**config.mk**
```make
export PLATFORM = sky130hd
export DESIGN_NAME = avalon_mm_csr
export DESIGN_NICKNAME = d
export VERILOG_FILES = /design/src/rtl/avalon_mm_csr.sv
export SDC_FILE = /design/constraint.sdc
export NUM_CORES = 1
export LEC_CHECK = 0
export CAP_MARGIN = 20
export CORE_AREA = 2 2 136 138
export DETAILED_ROUTE_END_ITERATION = 7
export DIE_AREA = 0 0 138 140
export PLACE_DENSITY = 0.86
export SETUP_SLACK_MARGIN = 0.15
export SYNTH_ARGS = -nofsm -noshare
export SYNTH_HDL_FRONTEND = slang
export SYNTH_SLANG_ARGS = --single-unit
```
**constraint.sdc**
```tcl
create_clock -name clk_i -period 3.4 [get_ports clk_i]
set_clock_uncertainty 0.2 [all_clocks]
set_input_delay 0.51 -clock clk_i [delete_from_list [all_inputs] [get_ports clk_i]]
set_output_delay 0.51 -clock clk_i [all_outputs]
set_load 0.1 [all_outputs]
```
**src/rtl/avalon_mm_csr.sv**
```systemverilog
// Avalon-MM slave register file: a bank of read/write control registers and a bank of
// read-only status registers, selected by the address MSB. Optional: AVALON_MM_CSR_BYTEEN_EN.
module avalon_mm_csr #(
  parameter int unsigned DWIDTH   = 32,
  parameter int unsigned NUM_REGS = 4,
  localparam int unsigned AWIDTH  = $clog2(NUM_REGS) + 1
) (
  input  logic                         clk_i,
  input  logic                         rst_n_i,
  input  logic [AWIDTH-1:0]            amm_address_i,
  input  logic                         amm_write_i,
  input  logic [DWIDTH-1:0]            amm_writedata_i,
`ifdef AVALON_MM_CSR_BYTEEN_EN
  input  logic [DWIDTH/8-1:0]          amm_byteenable_i,
`endif
  input  logic                         amm_read_i,
  output logic                         amm_waitrequest_o,
  output logic [DWIDTH-1:0]            amm_readdata_o,
  output logic                         amm_readdatavalid_o,
  output logic [NUM_REGS*DWIDTH-1:0]   ctrl_o,
  output logic [NUM_REGS-1:0]          ctrl_wr_stb_o,
  input  logic [NUM_REGS*DWIDTH-1:0]   sts_i,
  output logic                         err_o
);

  localparam int unsigned NBytes = DWIDTH / 8;

  typedef enum logic [1:0] {StIdle, StAck, StResp} state_e;

  state_e state_q, state_d;

  logic [DWIDTH-1:0]   ctrl_q [NUM_REGS];
  logic [DWIDTH-1:0]   ctrl_d [NUM_REGS];
  logic [DWIDTH-1:0]   sts_arr [NUM_REGS];
  logic [NUM_REGS-1:0] stb_q, stb_d;
  logic [DWIDTH-1:0]   rdata_q, rdata_d;
  logic                err_q, err_d;
  logic [NBytes-1:0]   be;
  logic [AWIDTH-2:0]   idx;
  logic                sts_bank;
  logic                ack;

`ifdef AVALON_MM_CSR_BYTEEN_EN
  assign be = amm_byteenable_i;
`else
  assign be = '1;
`endif

  assign idx      = amm_address_i[AWIDTH-2:0];
  assign sts_bank = amm_address_i[AWIDTH-1];
  assign ack      = (state_q == StAck);

  always_comb begin
    for (int k = 0; k < NUM_REGS; k++) begin
      sts_arr[k] = sts_i[k*DWIDTH +: DWIDTH];
    end
  end

  for (genvar k = 0; k < NUM_REGS; k++) begin : g_ctrl_flat
    assign ctrl_o[k*DWIDTH +: DWIDTH] = ctrl_q[k];
  end

  // FSM state register
  always_ff @(posedge clk_i or negedge rst_n_i) begin
    if (!rst_n_i) begin
      state_q <= StIdle;
    end else begin
      state_q <= state_d;
    end
  end

  // FSM next state; write wins over a simultaneous read, so no RESP in that case
  always_comb begin
    state_d = state_q;
    unique case (state_q)
      StIdle: if (amm_read_i || amm_write_i) state_d = StAck;
      StAck:  state_d = (amm_read_i && !amm_write_i) ? StResp : StIdle;
      StResp: state_d = StIdle;
      default: state_d = StIdle;
    endcase
  end

  // FSM outputs
  always_comb begin
    amm_waitrequest_o   = (state_q != StAck);
    amm_readdatavalid_o = (state_q == StResp);
  end

  // Register-file next state, all keyed off acceptance in ACK
  always_comb begin
    ctrl_d  = ctrl_q;
    stb_d   = '0;
    rdata_d = rdata_q;
    err_d   = err_q;
    if (ack && amm_write_i) begin
      if (sts_bank) begin
        err_d = 1'b1;
      end else begin
        for (int b = 0; b < NBytes; b++) begin
          if (be[b]) ctrl_d[idx][b*8 +: 8] = amm_writedata_i[b*8 +: 8];
        end
        stb_d[idx] = |be;
      end
      if (amm_read_i) err_d = 1'b1;
    end else if (ack && amm_read_i) begin
      rdata_d = sts_bank ? sts_arr[idx] : ctrl_q[idx];
    end
  end

  always_ff @(posedge clk_i or negedge rst_n_i) begin
    if (!rst_n_i) begin
      for (int k = 0; k < NUM_REGS; k++) ctrl_q[k] <= '0;
      stb_q   <= '0;
      rdata_q <= '0;
      err_q   <= 1'b0;
    end else begin
      ctrl_q  <= ctrl_d;
      stb_q   <= stb_d;
      rdata_q <= rdata_d;
      err_q   <= err_d;
    end
  end

  assign amm_readdata_o = rdata_q;
  assign ctrl_wr_stb_o  = stb_q;
  assign err_o          = err_q;

endmodule
```
==> metrics <==
final core utilization 67.8%; clk slew on worst S/H paths 0.06 ns; Die Area 19,300 um2; TritonRoute pass-1 iters 5; worst hold slack 0.278 ns; fillers 1,313; initial core utilization 47.2%; Worst EP arrival 1.91 ns; # DRC 0; ys async rst share 100%; Routed WL 26,100 um; Die Ht 140 um; slew margin rel. 35.1%; EDFF count, synth 0; Rows 49; Final Hold Fails 0; Worst VDD drop 650 uV; Ant. Diodes 0; max-cap viol count 0; crit path max-delay cell type clkdlybuf4s50_1; Final Max Tran Viols 0; flops & latches, synth 167; sequential-to-total area share from yosys stat 49.7%; initial antenna violation count 0; Seq. cell area 4180 um2; delay-heaviest family, CP buffers and inverters; status finished clean; Cell Chain, Critical Path clkdlybuf4s50_1; total CTS buffers 17; FMAX 381 MHz; CTS H-tree depth 4; antenna viol nets, final 0; synthesized area per cell 13.4 um2; Mapped Area 8400 um2; LEAKAGE 5.53 nW; CORE AREA 17,800 um2; pin count of the biggest net entering global routing 75; DRT iter0 DRCs 306; layout cells sized above 1 34.7%; Die Span X 138 um; DP HPWL 18,900 um; clock buffer depth 2; WP data required 2.69 ns; area grow syn2layout 43.4%; Syn Nets 794; Yosys warning count 0; Final min period 2.62 ns; pwr/cell area 1020 nW/um2; most frequent cells in the layout buf_4 (180), clkdlybuf4s50_1 (172), dfrtp_1 (167), mux2_1 (116), mux2i_1 (64); wire per inst 21.9 um; Worst Setup End Kind output port; CP max stage delay 1.14 ns; TritonCTS Sinks 167; gr ovfl total 0; IO Port Bufs 333; distinct cell type count after synthesis 37; PostCTS Resize Cnt 0; gr usage total 27.1%; routed via count 6,675; Worst Tran Pin Value 0.971 ns; startpoint types flip-flop; Worst Hold Class reg2reg; clk_lat worst skew 0.42 ns; crit path kind reg2out; Worst Path Max Fanout 2; most common flop cell mapped by yosys dfrtp_1; fin crit share 77.1%; Multi-input gate area 3870 um2; first-pass GRT wire length 40,600 um; CTS Root Cell clkbuf_16; # IOs 334; RSZ-0062 raised after global routing no; clock tree from TritonCTS done; setup_tns 0 ns; routability cong. 0.821; WP buf/inv 1; Via density 5.58; Setup violations, final 0; nets 1,121; commonest non-fill, non-tap cell in the layout buf_4; Mapped Cells 627; number of global-route vias before repair 6,969
==> flip-flops by register name, summed over array words and instances (netlist names) <==
name,cells
ctrl_o,128
amm_readdata_o,32
ctrl_wr_stb_o,4
state_q,2
err_o,1
==> cell usage after synthesis, types with 6 or more instances <==
cell | count | area share [%]
o21ai_1 | 13 | 0.77
o21ai_2 | 38 | 4.0
o221ai_1 | 26 | 2.7
mux2i_1 | 64 | 7.6
mux2_2 | 55 | 7.4
o221a_2 | 19 | 2.5
mux2_1 | 116 | 16
nand2_1 | 34 | 1.5
buf_2 | 18 | 1.1
buf_4 | 15 | 1.3
a22oi_1 | 8 | 0.71
dfrtp_1 | 167 | 50
buf_6 | 6 | 0.80
==> kinds of logic after synthesis <==
kind of cell	synth area share, %
AOI/OAI and AO/OA	11.8
buffers and inverters	4.29
DFF	49.7
muxes	30.8
and+or+nand+nor	3.32
==> through the flow <==
step | instance area, um2 | total power, mW | setup WS [ns] | instances
after floorplan | 8400 | 8.68 | 0.925 | 627
after global placement | 11500 | 10.4 | 0.449 | 1163
after detailed placement | 11500 | 10.5 | 0.429 | 1163
after CTS | 12100 | 12.3 | 0.759 | 1196
after global routing | 12100 | 12.6 | 0.726 | 1196
final | 12100 | 12.2 | 0.778 | 1196
==> report_power, final <==
part           switching (mW)  leakage (nW)  internal (mW)
sequential              0.518          2.09           2.63
combinational            5.69          3.19           1.58
clock                   0.789         0.253           1.03
total                    7.00          5.53           5.24
==> layout make-up <==
| type | instances | area share (%) |
|---|---|---|
| sequential | 167 | 34.7 |
| multi-input combinational | 407 | 32.1 |
| timing repair buffer | 357 | 26.1 |
| clock buffer | 22 | 3.77 |
| tap | 229 | 2.38 |
| clock inverter | 10 | 0.820 |
| inverter | 4 | 0.166 |
==> final timing paths <==
| kind | startpoint | end | slack, ns | cells past startpoint |
|---|---|---|---|---|
| min reg2reg | amm_readdata_o[22]$_DFFE_PN0P_ | amm_readdata_o[22]$_DFFE_PN0P_ | 0.28 | 2 |
| max | amm_readdata_o[23]$_DFFE_PN0P_ | amm_readdata_o[23] | 0.78 | 1 |
| min | amm_readdata_o[22]$_DFFE_PN0P_ | amm_readdata_o[22]$_DFFE_PN0P_ | 0.28 | 2 |
| max in group asynchronous | rst_n_i | ctrl_o[119]$_DFFE_PN0P_ | 1.61 | 3 |
| max reg2reg | state_q[1]$_DFFE_PN0P_ | amm_readdata_o[26]$_DFFE_PN0P_ | 1.18 | 5 |
| min in group asynchronous | rst_n_i | amm_readdata_o[3]$_DFFE_PN0P_ | 0.47 | 2 |
==> per-layer routing <==
| metal | up-vias | share of wire, % | track usage, % |
|---|---|---|---|
| met5 | - | 0 | 0 |
| met4 | 0 | 2.5 | 9.56 |
| met3 | 37 | 7.1 | 7.01 |
| met2 | 314 | 50 | 46.1 |
| met1 | 3320 | 40 | 33.5 |
| li1 | 3004 | - | - |
==> timing repair <==
| action | CTS | global route |
|---|---|---|
| endpoints found under the hold margin | 70 | 0 |
| hold buffers | 1 | 0 |
| buffers inserted | 0 | 0 |
Power figures use the tool's default switching activity.
==> RTL change 1 (same settings) <==
Re-encode `state_e` (3 states) as one-hot, 3 bits wide.
--- a/src/rtl/avalon_mm_csr.sv
+++ b/src/rtl/avalon_mm_csr.sv
@@ -26,5 +26,5 @@
   localparam int unsigned NBytes = DWIDTH / 8;
 
-  typedef enum logic [1:0] {StIdle, StAck, StResp} state_e;
+  typedef enum logic [2:0] {StIdle = 3'b001, StAck = 3'b010, StResp = 3'b100} state_e;
 
   state_e state_q, state_d;
Behaviour: no difference found for any inputs over 4 cycles, from zero or initial values and one cycle with rst_n_i low; so few cycles prove little.
==> RTL change 1 against the unedited design <==
- core utilization grew 0.55 points
- hold slack improved by 0.0065 ns
- critical endpoint is now amm_readdata_o[25]
- highest routed layer unchanged
- wire length increased by 5.7%
- synthesized area is 0.79% lower
- fmax grew 0.95%
- sequential cell count grew 1
- via count rose by 2.4%
- worst setup slack improved by 0.025 ns
- cell area rose by 0.81%
Power is left out: the tool's default activity adds up to more than one toggle a clock period on the data nets, which glitch-free logic cannot reach.
==> RTL change 1: results (changes against the unedited design) <==
Worst setup path
  – Critical Path Sink: amm_readdata_o[25] (was amm_readdata_o[23])
  – Slowest stage cell, crit path: clkdlybuf4s50_1 (unchanged)
  – Crit path arrival time: 1.89 ns (was 1.91 ns)
  – R2r startpoint: state_q[2] (was state_q[1])
  – Terminus of the critical flop-to-flop path: ctrl_o[18] (was amm_readdata_o[26])
  – R2R depth: 4 (was 5)
  – Critical Path Start: amm_readdata_o[25] (was amm_readdata_o[23])
  – R2R Setup Slk: 1.26 ns (was 1.18 ns)

Placement
  – Dpl ws: 0.623 ns (was 0.429 ns)
  – Hpwl dp: 19,700 um (was 18,900 um)
  – Dpl cell area: 11,500 um2 (about the same)
  – Routability cong.: 0.833 (was 0.821)

Detailed routing
  – DR iter-0 viols: 301 (was 306)
  – DR WL/cell: 23.3 um (was 21.9 um)
  – Vias per cell: 5.76 (was 5.58)
  – Final WL: 27,600 um (was 26,100 um)

Logic synthesis
  – Commonest cells in the netlist: mux2_2, dfrtp_1, mux2i_1, o21ai_0, o31ai_1 (was dfrtp_1, mux2_1, mux2i_1, mux2_2, o21ai_2)
  – Sequential area share after synthesis: 50.5% (was 49.7%)
  – Count of cell types in the netlist: 30 (was 37)
  – Syn Nets: 784 (was 794)
  – Area fraction in compound gates after synthesis: 9.85% (was 11.8%)
  – Synthesized netlist cell count: 617 (was 627)
  – Mux contribution to synthesized area: 33.7% (was 30.8%)
  – Synth top area cells: dfrtp_1, mux2_2, mux2i_1 (was dfrtp_1, mux2_1, mux2i_1)
  – Synth Area in Adders: 0% (unchanged)

Global route
  – Largest net degree at the start of global routing: 76 (was 75)
  – First-pass GRT wire length: 42,700 um (was 40,600 um)
  – Vias in the first global route: 7,352 (was 6,969)
  – GR Util All Layers: 28.7% (was 27.1%)

Finish
  – Antenna Cells: 0 (unchanged)
  – Total Nets Final: 1,114 (was 1,121)
  – Ratio of cells with drive above 1 in the final layout: 43.8% (was 34.7%)
  – FILL cells: 1,353 (was 1,313)

Timing
  – Hold slack: 0.285 ns (was 0.278 ns)
  – Worst Tran Pin Value: 0.963 ns (was 0.971 ns)
  – Worst setup margin: 0.803 ns (was 0.778 ns)

Hold path
  – Worst Hold End: err_o (was amm_readdata_o[22])
  – HP Start: err_o (was amm_readdata_o[22])
  – Cells on Worst Hold Path: 1 (was 2)

Clocking
  – H-Tree Level Count: 4 (unchanged)
  – CTS Hold Buffers Added: 1 (unchanged)
  – Root Driver: clkbuf_16 (unchanged)

Outcome
  – Outcome: finished clean (unchanged)

Job
  – Max-cap viol count: 0 (unchanged)
==> RTL change 1: logic make-up after synthesis <==
group,Yosys count
buffers and inverters,54
DFF,168
and+or+nand+nor,29
AOI/OAI and AO/OA,120
muxes,246
==> RTL change 1: area by class of cell <==
cell class / count / area [um2] / area share (%)
multi-input cells: 395 / 3860 / 31.7
clock inverters: 11 / 149 / 1.23
inverters: 4 / 15.0 / 0.124
clock buffers: 19 / 453 / 3.73
flip-flops and latches: 168 / 4210 / 34.6
well taps: 229 / 287 / 2.36
repair buffers: 361 / 3180 / 26.2
==> RTL change 1: per-layer routing <==
metal / track usage, % / part of all wire, % / vias up / wire length, um
met5: 0 / 0 / - / 0
met1: 35.0 / 39 / 3439 / 10800
li1: - / - / 2991 / -
met2: 49.0 / 50 / 347 / 13900
met4: 10.4 / 2.6 / 0 / 728
met3: 7.79 / 8.0 / 57 / 2220
==> RTL change 2 (same flow settings) <==
Made on the original files. The option `AVALON_MM_CSR_BYTEEN_EN` is turned on by a define.
--- a/src/rtl/avalon_mm_csr.sv
+++ b/src/rtl/avalon_mm_csr.sv
@@ -1,4 +1,6 @@
 // Avalon-MM slave register file: a bank of read/write control registers and a bank of
 // read-only status registers, selected by the address MSB. Optional: AVALON_MM_CSR_BYTEEN_EN.
+`define AVALON_MM_CSR_BYTEEN_EN
+
 module avalon_mm_csr #(
   parameter int unsigned DWIDTH   = 32,
Ports: changed (added amm_byteenable_i); port bits go from 334 to 338. The function was not compared with the original's and may differ.
==> RTL change 2 against the unedited design <==
- synthesized area down 0.33%
- power decreased by 13%
- sequential cell count stayed put
- wire length increased by 4.6%
- worst setup slack got worse by 0.0062 ns
- cell count up 0.92%
- cell area increased by 1.5%
- largest power group unchanged
==> RTL change 2: results (changes against the unedited design) <==
Outcome
  – Outcome: finished clean (unchanged)

Logic synthesis
  – Synth top area cells: dfrtp_1, mux2_2, mux2i_1 (was dfrtp_1, mux2_1, mux2i_1)
  – Syn Nets: 807 (was 794)
  – Sequential area share after synthesis: 49.9% (was 49.7%)
  – Commonest cells in the netlist: mux2_2, dfrtp_1, mux2i_1, nand2_1 (was dfrtp_1, mux2_1, mux2i_1, mux2_2, o21ai_2)
  – Count of cell types in the netlist: 27 (was 37)
  – Synthesized netlist cell count: 636 (was 627)

Worst setup path
  – Terminus of the critical flop-to-flop path: ctrl_o[31] (was amm_readdata_o[26])
  – R2R Setup Slk: 1.12 ns (was 1.18 ns)
  – Critical Path Sink: amm_readdata_o[11] (was amm_readdata_o[23])
  – Critical Path Start: amm_readdata_o[11] (was amm_readdata_o[23])
  – R2R depth: 3 (was 5)

Placement
  – Inst Count DP: 1,177 (was 1,163)
  – PortBufs: 337 (was 333)
  – Dpl ws: 0.424 ns (was 0.429 ns)
  – Routability cong.: 0.873 (was 0.821)
  – Hpwl dp: 20,600 um (was 18,900 um)

Detailed routing
  – DR WL/cell: 22.6 um (was 21.9 um)
  – Met3 wire len: 1930 um (was 1860 um)
  – DR iter-0 viols: 341 (was 306)
  – Via count: 6,834 (was 6,675)
  – Initial DRT Pass Iterations: 4 (was 5)
  – Wl on met1: 10,900 um (was 10,500 um)
  – Vias per cell: 5.66 (was 5.58)
  – Met2 wire len: 13,500 um (was 13,100 um)

Global route
  – M3 GR Usage: 8.00% (was 7.01%)
  – Met2 usage: 46.5% (was 46.1%)
  – Largest net degree at the start of global routing: 87 (was 75)
  – Vias in the first global route: 7,115 (was 6,969)
  – First-pass GRT wire length: 41,700 um (was 40,600 um)
  – GR Util All Layers: 28.0% (was 27.1%)

Power
  – Lkg Pwr: 5.77 nW (was 5.53 nW)
  – Peak supply drop: 0.000604 V (was 0.000650 V)

Finish
  – Ratio of cells with drive above 1 in the final layout: 42.7% (was 34.7%)
  – Total Nets Final: 1,139 (was 1,121)
  – FILL cells: 1,300 (was 1,313)

Clocking
  – Root Driver: clkbuf_16 (unchanged)

Timing
  – Final period util: 77.3% (was 77.1%)
-- RTL change 2: cell types whose count changed after synthesis, moves of 8 or more --
cell	change
nand3_2	+9
buf_4	-14
o221ai_1	-26
o31ai_1	+32
o21ai_2	-38
a22o_1	+32
mux2_2	+136
mux2_1	-115
o22ai_1	+27
o221a_2	-19
clkbuf_1	+14
a22oi_1	-8
o21ai_1	-13
-- RTL change 2: worst min-delay path by stage --
stage,from,endpoint,slack (ns)
floorplan,rst_n_i,amm_readdata_o[0],0.01
global placement,amm_readdata_o[15],amm_readdata_o[15],0.26
detailed placement,amm_readdata_o[5],amm_readdata_o[5],0.27
CTS,amm_readdata_o[5],amm_readdata_o[5],0.28
global route,amm_readdata_o[21],amm_readdata_o[21],0.31
finish,amm_readdata_o[5],amm_readdata_o[5],0.28
-- RTL change 2: area by class of cell --
cell class | count | area [um2] | area share, %
clock buffer | 21 | 460 | 3.77
sequential | 167 | 4180 | 34.2
inverter | 1 | 3.75 | 0.0307
clock inverter | 8 | 124 | 1.01
tap | 229 | 287 | 2.34
multi-input combinational | 427 | 4040 | 33.1
timing repair buffer | 354 | 3130 | 25.6
-- RTL change 2: power by group through the flow --
stage	logic, W	registers [W]	clock network [W]
after global placement	0.00574	0.00288	0
final	0.00578	0.00288	0.00194
after CTS	0.00580	0.00287	0.00196
after detailed placement	0.00579	0.00290	0
after floorplan	0.000822	0.00637	0
after global routing	0.00593	0.00294	0.00204
-- RTL change 2: logic make-up after synthesis --
kind of cell | after synthesis | share of synthesized area (%)
AO/OA/AOI/OAI | 98 | 8.80
multiplexers | 256 | 33.5
buffers and inverters | 42 | 2.29
AND/OR/NAND/NOR | 73 | 5.53
flip-flops | 167 | 49.9
